`src/rtl/pwr_seq_pkg.sv`:
```
// Shared types and default timing for the per-domain power sequencer.
package pwr_seq_pkg;

  // Stable power state, also consumed by the power-domain state tracker
  typedef enum logic [1:0] {
    PWR_OFF = 2'd0,
    PWR_ON  = 2'd1,
    PWR_RET = 2'd2
  } pwr_state_t;

  // Sequencer FSM states
  typedef enum logic [3:0] {
    S_OFF,
    S_RET,
    S_ON,
    S_PWRUP,
    S_RSTREL,
    S_RESTORE,
    S_ISOREL,
    S_ISOON,
    S_SAVE,
    S_PWRDN
  } seq_state_t;

  localparam int unsigned ISO_DLY_DEF = 2;
  localparam int unsigned RST_DLY_DEF = 4;
  localparam int unsigned ACK_TO_DEF  = 16;
  localparam int unsigned CNT_W_DEF   = 5;

endpackage

```
`src/rtl/pwr_sync2.sv`:
```
// Two-flop synchroniser for the asynchronous power-switch acknowledge.
module pwr_sync2 (
  input  logic clk,
  input  logic rst_n,
  input  logic d,
  output logic q
);

  logic meta_q;
  logic sync_q;

  // Double-register the async input; both stages clear on reset
  always_ff @(posedge clk or negedge rst_n) begin
    if (!rst_n) begin
      meta_q <= 1'b0;
      sync_q <= 1'b0;
    end else begin
      meta_q <= d;
      sync_q <= meta_q;
    end
  end

  assign q = sync_q;

endmodule

```
`src/rtl/pwr_seq_ctrl.sv`:
```
// Per-domain power sequencer: orders isolation, save/restore, switch enable
// and domain reset around on/off/retention requests, with ack timeout.
module pwr_seq_ctrl
  import pwr_seq_pkg::*;
#(
  parameter int unsigned ISO_DLY = ISO_DLY_DEF,
  parameter int unsigned RST_DLY = RST_DLY_DEF,
  parameter int unsigned ACK_TO  = ACK_TO_DEF,
  parameter int unsigned CNT_W   = CNT_W_DEF
) (
  input  logic       clk,
  input  logic       rst_n,
  input  logic       req_on,
  input  logic       req_off,
  input  logic       req_ret,
  input  logic       pwr_ack,
  output logic       pwr_on,
  output logic       iso_en,
  output logic       ret_en,
  output logic       save,
  output logic       restore,
  output logic       dom_rst_n,
  output logic       busy,
  output logic       err,
  output logic [1:0] pwr_state
);

  localparam logic [CNT_W-1:0] CNT_ONE = CNT_W'(1);
  localparam logic [CNT_W-1:0] ISO_C   = CNT_W'(ISO_DLY);
  localparam logic [CNT_W-1:0] RST_C   = CNT_W'(RST_DLY);
  localparam logic [CNT_W-1:0] ACK_C   = CNT_W'(ACK_TO);

  logic ack_s;

  seq_state_t       state_q, state_d;
  logic [CNT_W-1:0] cnt_q, cnt_d;
  logic             ret_mode_q, ret_mode_d;
  logic             req_on_q, req_on_d;
  logic             req_off_q, req_off_d;
  logic             req_ret_q, req_ret_d;
  logic             err_q, err_d;
  pwr_state_t       pwr_state_q, pwr_state_d;
  logic             pwr_on_q, pwr_on_d;
  logic             iso_en_q, iso_en_d;
  logic             ret_en_q, ret_en_d;
  logic             save_q, save_d;
  logic             restore_q, restore_d;
  logic             dom_rst_n_q, dom_rst_n_d;
  logic             busy_q, busy_d;
  logic             cnt_done;
  logic [CNT_W-1:0] cnt_dec;

  pwr_sync2 u_ack_sync (
    .clk   (clk),
    .rst_n (rst_n),
    .d     (pwr_ack),
    .q     (ack_s)
  );

  // Request capture; anything arriving while busy is dropped here
  always_comb begin
    req_on_d  = req_on  && !busy_q;
    req_off_d = req_off && !busy_q;
    req_ret_d = req_ret && !busy_q;
  end

  // Next-state, shared delay/timeout counter, retention mode and sticky error
  always_comb begin
    state_d    = state_q;
    cnt_d      = cnt_q;
    ret_mode_d = ret_mode_q;
    err_d      = err_q;
    cnt_done   = (cnt_q <= CNT_ONE);
    cnt_dec    = cnt_q - CNT_ONE;
    case (state_q)
      S_OFF, S_RET: begin
        if (req_on_q) begin
          state_d    = S_PWRUP;
          cnt_d      = ACK_C;
          ret_mode_d = (state_q == S_RET);
          err_d      = 1'b0;
        end
      end
      S_ON: begin
        if (req_off_q) begin
          state_d    = S_ISOON;
          cnt_d      = ISO_C;
          ret_mode_d = req_ret_q;
        end
      end
      S_PWRUP: begin
        if (ack_s) begin
          state_d = S_RSTREL;
          cnt_d   = RST_C;
        end else if (cnt_done) begin
          // Switch never came up: abandon, retention content is lost
          state_d    = S_OFF;
          ret_mode_d = 1'b0;
          err_d      = 1'b1;
        end else begin
          cnt_d = cnt_dec;
        end
      end
      S_RSTREL: begin
        if (cnt_done) begin
          state_d = ret_mode_q ? S_RESTORE : S_ISOREL;
          cnt_d   = ISO_C;
        end else begin
          cnt_d = cnt_dec;
        end
      end
      S_RESTORE: begin
        state_d    = S_ISOREL;
        cnt_d      = ISO_C;
        ret_mode_d = 1'b0;
      end
      S_ISOREL: begin
        if (cnt_done) state_d = S_ON;
        else          cnt_d   = cnt_dec;
      end
      S_ISOON: begin
        if (cnt_done) begin
          state_d = ret_mode_q ? S_SAVE : S_PWRDN;
          cnt_d   = ACK_C;
        end else begin
          cnt_d = cnt_dec;
        end
      end
      S_SAVE: begin
        state_d = S_PWRDN;
        cnt_d   = ACK_C;
      end
      S_PWRDN: begin
        if (!ack_s || cnt_done) begin
          state_d = ret_mode_q ? S_RET : S_OFF;
          if (ack_s) err_d = 1'b1;
        end else begin
          cnt_d = cnt_dec;
        end
      end
      default: state_d = S_OFF;
    endcase
  end

  // Output decode from the next state so every output flop changes together
  // with the state register; this keeps the isolation invariants glitch-free.
  always_comb begin
    pwr_on_d    = 1'b0;
    iso_en_d    = 1'b1;
    ret_en_d    = 1'b0;
    save_d      = 1'b0;
    restore_d   = 1'b0;
    dom_rst_n_d = 1'b0;
    busy_d      = 1'b1;
    pwr_state_d = pwr_state_q;
    case (state_d)
      S_OFF: begin
        busy_d      = 1'b0;
        pwr_state_d = PWR_OFF;
      end
      S_RET: begin
        ret_en_d    = 1'b1;
        busy_d      = 1'b0;
        pwr_state_d = PWR_RET;
      end
      S_ON: begin
        pwr_on_d    = 1'b1;
        iso_en_d    = 1'b0;
        dom_rst_n_d = 1'b1;
        busy_d      = 1'b0;
        pwr_state_d = PWR_ON;
      end
      S_PWRUP, S_RSTREL: begin
        pwr_on_d = 1'b1;
        ret_en_d = ret_mode_d;
      end
      S_RESTORE: begin
        pwr_on_d    = 1'b1;
        dom_rst_n_d = 1'b1;
        restore_d   = 1'b1;
      end
      S_ISOREL, S_ISOON: begin
        pwr_on_d    = 1'b1;
        dom_rst_n_d = 1'b1;
      end
      S_SAVE: begin
        pwr_on_d    = 1'b1;
        dom_rst_n_d = 1'b1;
        save_d      = 1'b1;
        ret_en_d    = 1'b1;
      end
      S_PWRDN: begin
        ret_en_d = ret_mode_d;
      end
      default: begin
        busy_d = 1'b0;
      end
    endcase
  end

  // State, counter and registered outputs
  always_ff @(posedge clk or negedge rst_n) begin
    if (!rst_n) begin
      state_q     <= S_OFF;
      cnt_q       <= '0;
      ret_mode_q  <= 1'b0;
      req_on_q    <= 1'b0;
      req_off_q   <= 1'b0;
      req_ret_q   <= 1'b0;
      err_q       <= 1'b0;
      pwr_state_q <= PWR_OFF;
      pwr_on_q    <= 1'b0;
      iso_en_q    <= 1'b1;
      ret_en_q    <= 1'b0;
      save_q      <= 1'b0;
      restore_q   <= 1'b0;
      dom_rst_n_q <= 1'b0;
      busy_q      <= 1'b0;
    end else begin
      state_q     <= state_d;
      cnt_q       <= cnt_d;
      ret_mode_q  <= ret_mode_d;
      req_on_q    <= req_on_d;
      req_off_q   <= req_off_d;
      req_ret_q   <= req_ret_d;
      err_q       <= err_d;
      pwr_state_q <= pwr_state_d;
      pwr_on_q    <= pwr_on_d;
      iso_en_q    <= iso_en_d;
      ret_en_q    <= ret_en_d;
      save_q      <= save_d;
      restore_q   <= restore_d;
      dom_rst_n_q <= dom_rst_n_d;
      busy_q      <= busy_d;
    end
  end

  assign pwr_on    = pwr_on_q;
  assign iso_en    = iso_en_q;
  assign ret_en    = ret_en_q;
  assign save      = save_q;
  assign restore   = restore_q;
  assign dom_rst_n = dom_rst_n_q;
  assign busy      = busy_q;
  assign err       = err_q;
  assign pwr_state = pwr_state_q;

  a_iso_clamp: assert property (@(posedge clk) disable iff (!rst_n)
    (!dom_rst_n_q || !pwr_on_q) |-> iso_en_q);
  a_save_restore: assert property (@(posedge clk) disable iff (!rst_n)
    !(save_q && restore_q));
  a_save_pwr: assert property (@(posedge clk) disable iff (!rst_n)
    save_q |-> pwr_on_q);

endmodule

```
`config.mk`:
```
export PLATFORM = sky130hd
export DESIGN_NAME = pwr_seq_ctrl
export DESIGN_NICKNAME = d
export VERILOG_FILES = /design/src/rtl/pwr_seq_pkg.sv /design/src/rtl/pwr_sync2.sv /design/src/rtl/pwr_seq_ctrl.sv
export SDC_FILE = /design/constraint.sdc
export NUM_CORES = 1
export LEC_CHECK = 0
export CAP_MARGIN = 30
export CORE_UTILIZATION = 44
export CTS_CLUSTER_SIZE = 16
export DETAILED_ROUTE_END_ITERATION = 10
export GPL_TIMING_DRIVEN = 0
export SETUP_SLACK_MARGIN = 0.2
export SYNTH_ARGS = -nofsm -noshare
export SYNTH_HDL_FRONTEND = slang
export SYNTH_SLANG_ARGS = --single-unit
```
`constraint.sdc`:
```
create_clock -name clk -period 3.83 [get_ports clk]
set_input_delay 1.149 -clock clk [delete_from_list [all_inputs] [get_ports clk]]
set_output_delay 1.149 -clock clk [all_outputs]
set_load 0.02 [all_outputs]
```
# After elaboration in Yosys (flattened, before gate mapping)
# Index checks and enable logic that the tools add are counted.
# classes
addsub,1
n_mul,0
n_div,0
n_lt_le_gt_ge,1
n_eq_ne,25
shifts,0
muxes,39
bitwise,0
reduce_logical,19
# ops
op,n
$pmux 5 s9,1
$pmux 4 s9,1
$mux 5,7
$eq 4x3->1 const B,8
$mux 4,8
$mux 1,17
$eq 4x2->1 const B,4
$eq 4x4->1 const B,4
$reduce_or 7->1,2
$ne 2x2->1 const B,6
$reduce_bool 9->1,1
$eq 4x1->1 const B,2
$logic_not 4->1,2
$pmux 2 s3,1
$reduce_and 6->1,1
$reduce_bool 3->1,2
$le 5x1->1 const B,1
$reduce_or 5->1,1
$sub 5x1->5 const B,1
$pmux 1 s4,1
$reduce_and 4->1,1
$reduce_or 2->1,2
$logic_and 1x1->1,3
$pmux 1 s3,1
6 further kinds,7
# totals
register_bits,25
latch_bits,0
ramBits,0
mem_bits_ro,0
word_cells,102
n_memories,0

# Logic depth before layout (Yosys ltp)
# Gate-level depths: netlist of the first run.
# depth
ltp_word,7
ltp_mapped,10
depth_no_buf,10

# Modules after synthesis
# Synthesis of the first run repeated with hierarchy kept, for this count alone.
# hier_totals
cells_unflattened,176
hier_area_um2,1585.3
# modules_own_cells
module,instances,cells_per_inst,area_each_um2,seq_area_each_um2
pwr_seq_ctrl,1,174,1535.2,576.8
pwr_sync2,1,2,50.0,50.0

# Least setup slack after synthesis of the first run
# OpenSTA, ideal clock, no wires.
# synth_path
path_kind,reg2reg
startpoint,register cnt_q[1]
endpoint,register pwr_on_q (netlist: pwr_on)
setup_ns,0.131
arrival_time_ns,2.033
path_slack_ns,1.665
stages_incl_launch_ff,9
path_cell_list,dfrtp_1 > inv_1 > ha_1 > o21ba_2 > o21ai_2 > and3_1 > o32a_4 > and2_4 > or3_1
# synth_via
elab_chain_len,7
word_cells_on_any_way,18
classes_between,1 x order compare; 7 x eq/ne; 8 x mux; 2 x reduce/logical
# synth_rtl
element,line_no,rtl
start: declaration,pwr_seq_ctrl.sv:36,"logic [CNT_W-1:0] cnt_q, cnt_d;"
start signal: assignment,pwr_seq_ctrl.sv:221,cnt_q <= cnt_d;
$le 5x1->1 *,pwr_seq_ctrl.sv:73,cnt_done = (cnt_q <= CNT_ONE);
$mux 4 or $logic_or 1x1->1 (tied branches),"pwr_seq_ctrl.sv:95, pwr_seq_ctrl.sv:134",
"$mux 4, on equally long branches","pwr_seq_ctrl.sv:92, pwr_seq_ctrl.sv:134",
$pmux 4 s9 *,pwr_seq_ctrl.sv:75,case (state_q)
"$eq 4x4->1, or another cell as far along",pwr_seq_ctrl.sv:156,case (state_d)
$reduce_or 7->1 (no source line) *,-,
$mux 1 *,pwr_seq_ctrl.sv:156,
named net pwr_on_d,pwr_seq_ctrl.sv:43,"logic pwr_on_q, pwr_on_d;"
end signal: assignment,pwr_seq_ctrl.sv:228,pwr_on_q <= pwr_on_d;
end: declaration,pwr_seq_ctrl.sv:43,
# Mark *: on every way through the listed nets, which the timed path passes. The rest lies on a longest branch.
# A chain may end at the register's enable or synchronous reset.

# Worst setup path after layout of the first run
# layout_path
startpoint,register iso_en_q (netlist: iso_en)
endpoint,output iso_en
# layout_rtl
element,line_no,rtl
start: declaration,pwr_seq_ctrl.sv:44,"logic iso_en_q, iso_en_d;"
start signal: assignment,pwr_seq_ctrl.sv:229,iso_en_q <= iso_en_d;
end: declaration,pwr_seq_ctrl.sv:18,"output logic iso_en,"
# No word-level cell between the ends.

==> results of run 1 <==
==> cell type report <==
class,count,share of cell area
multi-input cells,133,0.474
flip-flops and latches,25,0.342
well taps,46,0.0314
inverters,13,0.0266
clock buffers,4,0.0143
repair buffers,16,0.0902
plain buffers,8,0.0212
==> routing by layer <==
| metal | wire (µm) | GRT usage |
|---|---|---|
| met5 | 0 | 0 |
| met2 | 1990 | 0.380 |
| met1 | 1820 | 0.335 |
| met4 | 93 | 0.0952 |
| met3 | 233 | 0.0331 |
==> synthesized netlist by cell type (all sizes together) (2+ instances only) <==
library cell / n / area [µm²]
buf: 6 / 31.3
o21bai: 3 / 22.5
nand2b: 6 / 37.5
ha: 3 / 37.5
a31oi: 3 / 18.8
dfrtp: 24 / 601
inv: 13 / 48.8
a2bb2oi: 2 / 17.5
o21ai: 15 / 78.8
a21o: 2 / 15.0
or3: 2 / 17.5
nor2b: 7 / 43.8
and3: 2 / 12.5
clkbuf: 2 / 7.51
o211ai: 3 / 22.5
nor3: 12 / 65.1
and3b: 3 / 26.3
nand3: 7 / 40.0
o22ai: 4 / 25.0
a22oi: 2 / 15.0
a21oi: 11 / 55.1
nor2: 13 / 56.3
nand2: 11 / 41.3
==> report_power, final <==
part | leakage [µW] | switching (µW) | internal (µW)
clock network | 0.0000150 | 78.4 | 40.7
registers | 0.000309 | 78.6 | 365
logic | 0.000464 | 686 | 459
total | 0.000788 | 843 | 864
==> stage by stage <==
step / worst slack, ns / hold slack, ns / area, µm² / total power (µW) / utilization
6_report: 1.22 / 0.367 / 1830 / 1710 / 0.540
5_1_grt: 1.12 / 0.379 / 1830 / 1860 / 0.540
4_1_cts: 1.20 / 0.370 / 1830 / 1710 / 0.540
3_5_place_dp: 1.34 / 0.337 / 1810 / 1580 / 0.533
3_3_place_gp: 1.29 / 0.335 / 1790 / 1550 / 0.528
2_1_floorplan: 1.67 / 0.331 / 1580 / 1260 / -
==> cell families (layout without fill, tap and decap cells) <==
group | count (synthesis) | after routing | synth area share
compound gates | 57 | 57 | 0.247
xor+xnor | 1 | 1 | 0.00553
fa+ha+maj | 4 | 4 | 0.0308
buf+inv | 21 | 41 | 0.0553
flops | 25 | 25 | 0.396
mux | 2 | 2 | 0.0134
simple gates | 69 | 69 | 0.251
==> worst max-delay path by stage <==
stage,from,end
floorplan,cnt_q[1]$_DFFE_PN0P_,pwr_on$_DFF_PN0_
global placement,rst_n,dom_rst_n$_DFF_PN0_
detailed placement,cnt_q[1]$_DFFE_PN0P_,pwr_on$_DFF_PN0_
CTS,iso_en$_DFF_PN1_,iso_en
global route,cnt_q[1]$_DFFE_PN0P_,pwr_state[0]$_DFFE_PN0P_
finish,iso_en$_DFF_PN1_,iso_en
==> cell usage in the layout (no fill, tap or decap), types with 2 or more instances in the layout <==
master            n
nor2_1           12
o22ai_1           4
inv_2             3
o211ai_1          3
nor2b_1           7
and3b_1           3
nand3_1           6
clkbuf_4          3
inv_1            10
clkbuf_1          3
nor3_1           11
buf_2             4
a31oi_1           3
a21o_1            2
clkdlybuf4s50_1  15
o21bai_1          3
ha_1              3
a2bb2oi_1         2
nand2b_1          6
a22oi_1           2
o21ai_0          14
a21oi_1          11
nand2_1          11
and3_1            2
dfrtp_1          24
==> metrics.txt, run 1 <==
Detail Route Antenna Nets=0; Synth Instances=179; Clock Pin Slew Worst Setup and Hold Paths=0.14 ns; Cell Rows=21; GPL Wtd Cong=0.921; hold_sp=u_ack_sync.meta_q$_DFF_PN0_; fillcell total=338; Slowest-stage cell, CP=clkdlybuf4s50_1; Synth Flop Type=dfrtp_1; flip-flop and latch area=627 µm²; Slew headroom=0.559; Avg Inst Size Synth=8.84 µm²; setup TNS=0 ns; WS Path Type=flop to primary output; 1st-pass router iterations=4; flops & latches, synth=25; CTS root buf=clkbuf_4; Fmax=384 MHz; Synth cell types=54; DIE AREA=0.00384 mm²; synth warn=0; # DRC=0; vias in the first global route=1373; Critical Path RT=2.68 ns; H-tree levels=1; worst reg2reg endpoint=pwr_on$_DFF_PN0_; Final setup viols=0; TritonCTS clock tree=yes; Port Buffers=15; CP Cell Sequence=clkdlybuf4s50_1; Worst path top cell family by delay=buffers and inverters; Setup Fix Bufs, Post-CTS=0; RSZ-0062 raised after global routing=false; I/O Pins=16; initial antenna violation count=0; Critical Path AT=1.46 ns; Slew Limit Fails=0; reg2reg start=cnt_q[1]$_DFFE_PN0P_; crit path capture type=primary output; syn nets=188; Post-synth EDFFs=0; crit path launch type=flop; fraction of registers with async set/reset=1.00; Crit Path Max Fanout=1; initial core utilization=0.467; clock skew=0.00470 ns; Peak VDD IR=0.381 mV; Final #Nets=209; Leakage=0.000788 µW; wire per inst=16.9 µm; power density over cell area=932 mW/mm²; Finished Layout Cells=245; Synth-to-Final Area Change=15.7%; MaxCap Viol Count=0; Hold Crit Class=flop to flop; WL final=4140 µm; vias per cell=5.97; worst hold path depth=0; area occupied by multi-input gates=868 µm²; Initial DRC Count=109; run status=completed; mapped cell area=0.00158 mm²; number of flip-flops in the largest register=5; R2R setup slack=1.26 ns; GRT Total Usage=0.241; Worst Path Buf+Inv=1; DIE WIDTH=62.0 µm; largest net degree at the start of global routing=14; Most flops, register=cnt_q; Clock Tree Buf Depth=2; core area=0.00339 mm²; Antenna Cells=0; cell count of the worst reg-to-reg path=8; Hold Buf Count CTS=0; Tmin final=2.61 ns; Chip Height=62.0 µm; clock sink total=25; post-CTS sizing=0; number of cells on the critical path=1; fin crit share=0.681; worst hold endpoint=u_ack_sync.q$_DFF_PN0_; Slew @ Worst Pin=0.660 ns; post-synthesis sequential area ratio=0.396; slowest stage delay, CP=0.61 ns; Skew-Pair Late Insertion Delay=0.32 ns; number of CTS-inserted buffers=3; layout cells sized above 1=0.126; Placed Instances=241; Hold Violations, Final=0; Vias=1463; first-pass GRT wire length=6620 µm; HPWL after DPL=3180 µm; grt total ovfl=0
No activity file was read; power rests on OpenSTA's default activity.
==> run 2: changes to the inputs <==
--- a/config.mk
+++ b/config.mk
@@ -10,6 +10,7 @@
 export CTS_CLUSTER_SIZE = 16
 export DETAILED_ROUTE_END_ITERATION = 10
 export GPL_TIMING_DRIVEN = 0
+export PLACE_DENSITY = 0.67
 export SETUP_SLACK_MARGIN = 0.2
 export SYNTH_ARGS = -nofsm -noshare
 export SYNTH_HDL_FRONTEND = slang
==> constraint.sdc (replaced) <==
create_clock -name clk -period 2.2 [get_ports clk]
set_input_delay 0.66 -clock clk [delete_from_list [all_inputs] [get_ports clk]]
set_output_delay 0.66 -clock clk [all_outputs]
set_load 0.02 [all_outputs]
==> run 2 against run 1 <==
Routed wire length increased by 15%. Count of clock-buffer cells in the layout down 1. Via count rose by 9.2%. Register-to-register slack worse by 1.2 ns. Core utilization is 9.2 points higher. Highest routed layer unchanged.
==> metrics.txt, run 2 (synthesis results as in run 1) <==
run status=completed; Crit Path Max Fanout=7; Slowest-stage cell, CP=dfrtp_2; CP startpoint=cnt_q[1]$_DFFE_PN0P_; CTS root buf=clkbuf_4; fin crit share=0.975; Clock Tree Buf Depth=2; Critical Path AT=2.36 ns; WHS=0.365 ns; HPWL after DPL=3290 µm; setup TNS=0 ns; Slew @ Worst Pin=0.407 ns; CP Cell Sequence=inv_2 -> ha_2 -> o21ba_4 -> o21ai_4 -> and3_4 -> o32a_4 -> and2_4 -> or3_1; H-tree levels=1; GPL Wtd Cong=0.880; Vias=1598; slowest stage delay, CP=0.42 ns; layout cells sized above 1=0.311; Hold Crit Class=flop to flop; DIE AREA=0.00384 mm²; WL final=4770 µm; vias in the first global route=1451; Tmin final=2.15 ns; Critical Path RT=2.42 ns; largest net degree at the start of global routing=22; WS Path Type=flop to flop; Initial DRC Count=189; Peak VDD IR=0.858 mV; Final Util=0.632; number of flip-flops in the largest register=5; Skew-Pair Late Insertion Delay=0.32 ns; internal power=1810 µW; Port Buffers=15; cell count of the worst reg-to-reg path=8; vias per cell=6.19; Most flops, register=cnt_q; Hold Violations, Final=0; sw frac=0.487; commonest non-fill, non-tap cell in the layout=dfrtp_1; Synth-to-Final Area Change=35.4%; number of CTS-inserted buffers=3; R2R setup slack=0.05 ns; worst hold endpoint=u_ack_sync.q$_DFF_PN0_; I/O Pins=16; Comb power frac=0.723; Antenna Cells=0; 1st-pass router iterations=5; MaxCap Viol Count=0; most frequent cells in the layout=20 x dfrtp_1, 13 x buf_4, 11 x nor2_1, 11 x a21oi_1; Leakage=0.000974 µW; Cell Rows=21; crit path capture type=flop; reg2reg start=cnt_q[1]$_DFFE_PN0P_; first-pass GRT wire length=7270 µm; Detail Route Antenna Nets=0; TritonCTS clock tree=yes; clock skew=0.00807 ns; DIE WIDTH=62.0 µm; Final #Nets=222; Chip Height=62.0 µm; wire per inst=18.5 µm; hold_sp=u_ack_sync.meta_q$_DFF_PN0_; Slew Limit Fails=0; Final setup viols=0; grt total ovfl=0; core area=0.00339 mm²; Clock Pin Slew Worst Setup and Hold Paths=0.14 ns; GRT Total Usage=0.265; RSZ-0062 raised after global routing=true; initial core utilization=0.467; Slew headroom=0.727; Reg power frac=0.218; initial antenna violation count=0; crit path launch type=flop; Fmax=466 MHz; # DRC=0; clock power share=0.059; clock sink total=25; Psw=1720 µW; worst hold path depth=0; worst reg2reg endpoint=pwr_on$_DFF_PN0_; power density over cell area=1650 mW/mm²
-- run 2: worst max-delay path by stage --
stage	slack, ns	end
after floorplan	0.11	pwr_on$_DFF_PN0_
after global placement	-0.11	pwr_on$_DFF_PN0_
after detailed placement	-0.13	pwr_on$_DFF_PN0_
after CTS	0.05	pwr_on$_DFF_PN0_
after global routing	0.008	ret_en$_DFF_PN0_
final	0.05	pwr_on$_DFF_PN0_
-- run 2: metrics by stage --
step | cell area (µm²) | worst slack [ns] | total power, µW | instances
5_1_grt | 2140 | 0.00779 | 3770 | 258
2_1_floorplan | 1600 | 0.106 | 2220 | 179
3_3_place_gp | 1810 | -0.115 | 2760 | 240
4_1_cts | 1990 | 0.0491 | 3250 | 255
6_report | 2140 | 0.0539 | 3540 | 258
3_5_place_dp | 1840 | -0.131 | 2810 | 241
-- run 2: critical path: cells and delay by family, from the launching register on --
family                     cells  cell delay, ns
AOI/OAI and AO/OA              3            0.73
and+or+nand+nor                3            0.66
DFF                            1            0.42
adders and majority gates      1            0.17
buffers and inverters          1            0.05
-- run 2: routing by layer --
| layer | wire length [µm] | share of wire | up-vias | global-route usage |
|---|---|---|---|---|
| li1 | - | - | 720 | - |
| met1 | 2070 | 0.43 | 773 | 0.372 |
| met2 | 2260 | 0.47 | 88 | 0.413 |
| met3 | 333 | 0.070 | 17 | 0.0414 |
| met4 | 107 | 0.022 | 0 | 0.0952 |
| met5 | 0 | 0 | - | 0 |
-- run 2: area by class of cell --
| class | instances | area (µm²) |
|---|---|---|
| well taps | 46 | 57.6 |
| flip-flops and latches | 25 | 632 |
| fillers | 285 | 1250 |
| clock inverters | 1 | 5.00 |
| repair buffers | 29 | 302 |
| multi-input cells | 133 | 1020 |
| plain buffers | 8 | 53.8 |
| clock buffers | 3 | 22.5 |
| inverters | 13 | 55.1 |
-- run 2: timing repair --
| item | 4_1_cts | 5_1_grt |
|---|---|---|
| gates resized for setup | 18 | 34 |
| hold buffers | 0 | 0 |
| pin swaps | 9 | 6 |
| buffers inserted | 10 | 3 |
| setup endpoints to repair | 15 | 16 |
-- run 2: power by group through the flow --
stage	combinational, µW	clock (µW)	sequential [µW]
global route	2740	237	790
detailed placement	2020	0	790
global placement	1980	0	779
finish	2560	209	772
floorplan	1380	0	839
CTS	2270	219	759
==> run 3: changes to the inputs <==
--- a/config.mk
+++ b/config.mk
@@ -9,7 +9,6 @@
 export CORE_UTILIZATION = 44
 export CTS_CLUSTER_SIZE = 16
 export DETAILED_ROUTE_END_ITERATION = 10
-export GPL_TIMING_DRIVEN = 0
 export PLACE_DENSITY = 0.67
 export SETUP_SLACK_MARGIN = 0.2
 export SYNTH_ARGS = -nofsm -noshare
==> run 3 against run 2 <==
Cell count is 3.9% higher. Design area is 3.0% higher. Via count is 1.1% higher. Core utilization is 1.9 points higher. Sequential power is 0.9% higher. Combinational power is 8.2% higher. Clock skew is 0.0033 ns higher. Non-clock buffer count is 10 higher. Total power is 6.2% higher. Global-route usage is 0.85 points lower. Count of clock-buffer cells in the layout stayed put. Worst setup slack worse by 0.0021 ns. Critical path type unchanged. Largest power group unchanged. Highest routed layer unchanged.
==> metrics.txt, run 3 (synthesis results as in run 1) <==
flip-flop and latch area=628 µm²; Final WS setup=0.0518 ns; crit path launch type=flop; Slew Limit Fails=0; Final Util=0.652; Finished Layout Cells=268; fin crit share=0.976; Slowest-stage cell, CP=dfrtp_1; largest net degree at the start of global routing=26; CP startpoint=cnt_q[0]$_DFFE_PN0P_; slowest stage delay, CP=0.45 ns; DIE AREA=0.00384 mm²; crit path capture type=flop; Comb power frac=0.736; Hold Crit Class=flop to flop; H-tree levels=1; Hold Violations, Final=0; commonest non-fill, non-tap cell in the layout=buf_4; Critical Path RT=2.41 ns; Clock Tree Buf Depth=2; number of CTS-inserted buffers=3; most frequent cells in the layout=28 x buf_4, 23 x dfrtp_1, 11 x nor2_1, 11 x nand2_1, 11 x o21ai_0; design area=0.00221 mm²; Worst setup endpoint=pwr_on$_DFF_PN0_; cell count of the worst reg-to-reg path=7; Placed Instances=253; WL final=4810 µm; WHS=0.373 ns; vias in the first global route=1427; area occupied by multi-input gates=0.00102 mm²; sw frac=0.473; placed cell area=0.00194 mm²; Chip Height=62.0 µm; run status=completed; Final setup viols=0; Clock Pin Slew Worst Setup and Hold Paths=0.15 ns; Fmax=466 MHz; first-pass GRT wire length=6980 µm; Final #Nets=232; internal power=1980 µW; TritonCTS clock tree=yes; initial core utilization=0.467; power density over cell area=1700 mW/mm²; reg2reg start=cnt_q[0]$_DFFE_PN0P_; Most flops, register=cnt_q; GRT Total Usage=0.257; core area=0.00339 mm²; Detail Route Antenna Nets=0; fillcell total=281; initial antenna violation count=0; Synth-to-Final Area Change=39.5%; Port Buffers=15; wire per inst=17.9 µm; Vias=1616; grt total ovfl=0; CP Cell Sequence=ha_4 -> o21ba_4 -> o21ai_4 -> and3_4 -> o32a_4 -> and2_4 -> or3_4; # DRC=0; Cell Rows=21; layout cells sized above 1=0.320; Crit Path Max Fanout=3; Psw=1780 µW; CTS root buf=clkbuf_4; vias per cell=6.03; Critical Path AT=2.35 ns; Slew headroom=0.692; HPWL after DPL=3200 µm; I/O Pins=16; clock sink total=25; clock power share=0.057; Tmin final=2.15 ns; pre-CTS WS=0.0112 ns; WS Path Type=flop to flop; GPL Wtd Cong=0.913; RSZ-0062 raised after global routing=true; worst hold path depth=0; Reg power frac=0.207; Skew-Pair Late Insertion Delay=0.32 ns; DIE WIDTH=62.0 µm; Slew @ Worst Pin=0.459 ns; 1st-pass router iterations=5; Leakage=0.000990 µW; R2R setup slack=0.05 ns; Hold Buf Count CTS=0; number of flip-flops in the largest register=5; Peak VDD IR=0.977 mV; clock skew=0.0114 ns; MaxCap Viol Count=0; worst reg2reg endpoint=pwr_on$_DFF_PN0_; Antenna Cells=0; Initial DRC Count=306
-- run 3: what timing repair did --
item | 4_1_cts | 5_1_grt
gates resized for setup | 9 | 26
pin swaps | 6 | 11
endpoints found under the setup margin | 8 | 15
setup buffers | 3 | 8
-- run 3: how the worst min path moves through the flow --
stage                                      startpoint                     end  slack (ns)
after floorplan           u_ack_sync.meta_q$_DFF_PN0_  u_ack_sync.q$_DFF_PN0_        0.33
after global placement    u_ack_sync.meta_q$_DFF_PN0_  u_ack_sync.q$_DFF_PN0_        0.33
after detailed placement  u_ack_sync.meta_q$_DFF_PN0_  u_ack_sync.q$_DFF_PN0_        0.34
after CTS                 u_ack_sync.meta_q$_DFF_PN0_  u_ack_sync.q$_DFF_PN0_        0.37
after global routing      u_ack_sync.meta_q$_DFF_PN0_  u_ack_sync.q$_DFF_PN0_        0.39
final                     u_ack_sync.meta_q$_DFF_PN0_  u_ack_sync.q$_DFF_PN0_        0.37
-- run 3: power by group through the flow --
| stage | clock network [µW] | registers (µW) | logic [µW] |
|---|---|---|---|
| finish | 214 | 779 | 2770 |
| global route | 241 | 803 | 2950 |
| CTS | 222 | 776 | 2320 |
| detailed placement | 0 | 775 | 2200 |
| global placement | 0 | 772 | 2180 |
| floorplan | 0 | 839 | 1380 |
-- run 3: final cells by class --
class | count | area share
multi-input cells | 133 | 0.461
flip-flops and latches | 25 | 0.284
repair buffers | 47 | 0.191
well taps | 46 | 0.0261
inverters | 13 | 0.0244
clock buffers | 3 | 0.0102
clock inverters | 1 | 0.00340
-- run 3: per-layer routing --
| metal | part of all wire | global-route usage | up-vias |
|---|---|---|---|
| met4 | 0.025 | 0.0667 | 0 |
| met5 | 0 | 0 | - |
| met1 | 0.41 | 0.373 | 770 |
| met3 | 0.092 | 0.0331 | 20 |
| li1 | - | - | 742 |
| met2 | 0.47 | 0.404 | 84 |
-- run 3: critical path: cells and delay by family (launching register included) --
kind / cells / cell delay, ns
fa+ha+maj: 1 / 0.18
flops: 1 / 0.45
simple gates: 3 / 0.69
compound gates: 3 / 0.72
-- run 3: stage by stage --
| step | TNS [ns] | power, µW |
|---|---|---|
| after global routing | -0.0246 | 4000 |
| final | 0 | 3760 |
| after CTS | 0 | 3320 |
| after detailed placement | 0 | 2980 |
| after floorplan | 0 | 2220 |
| after global placement | 0 | 2960 |
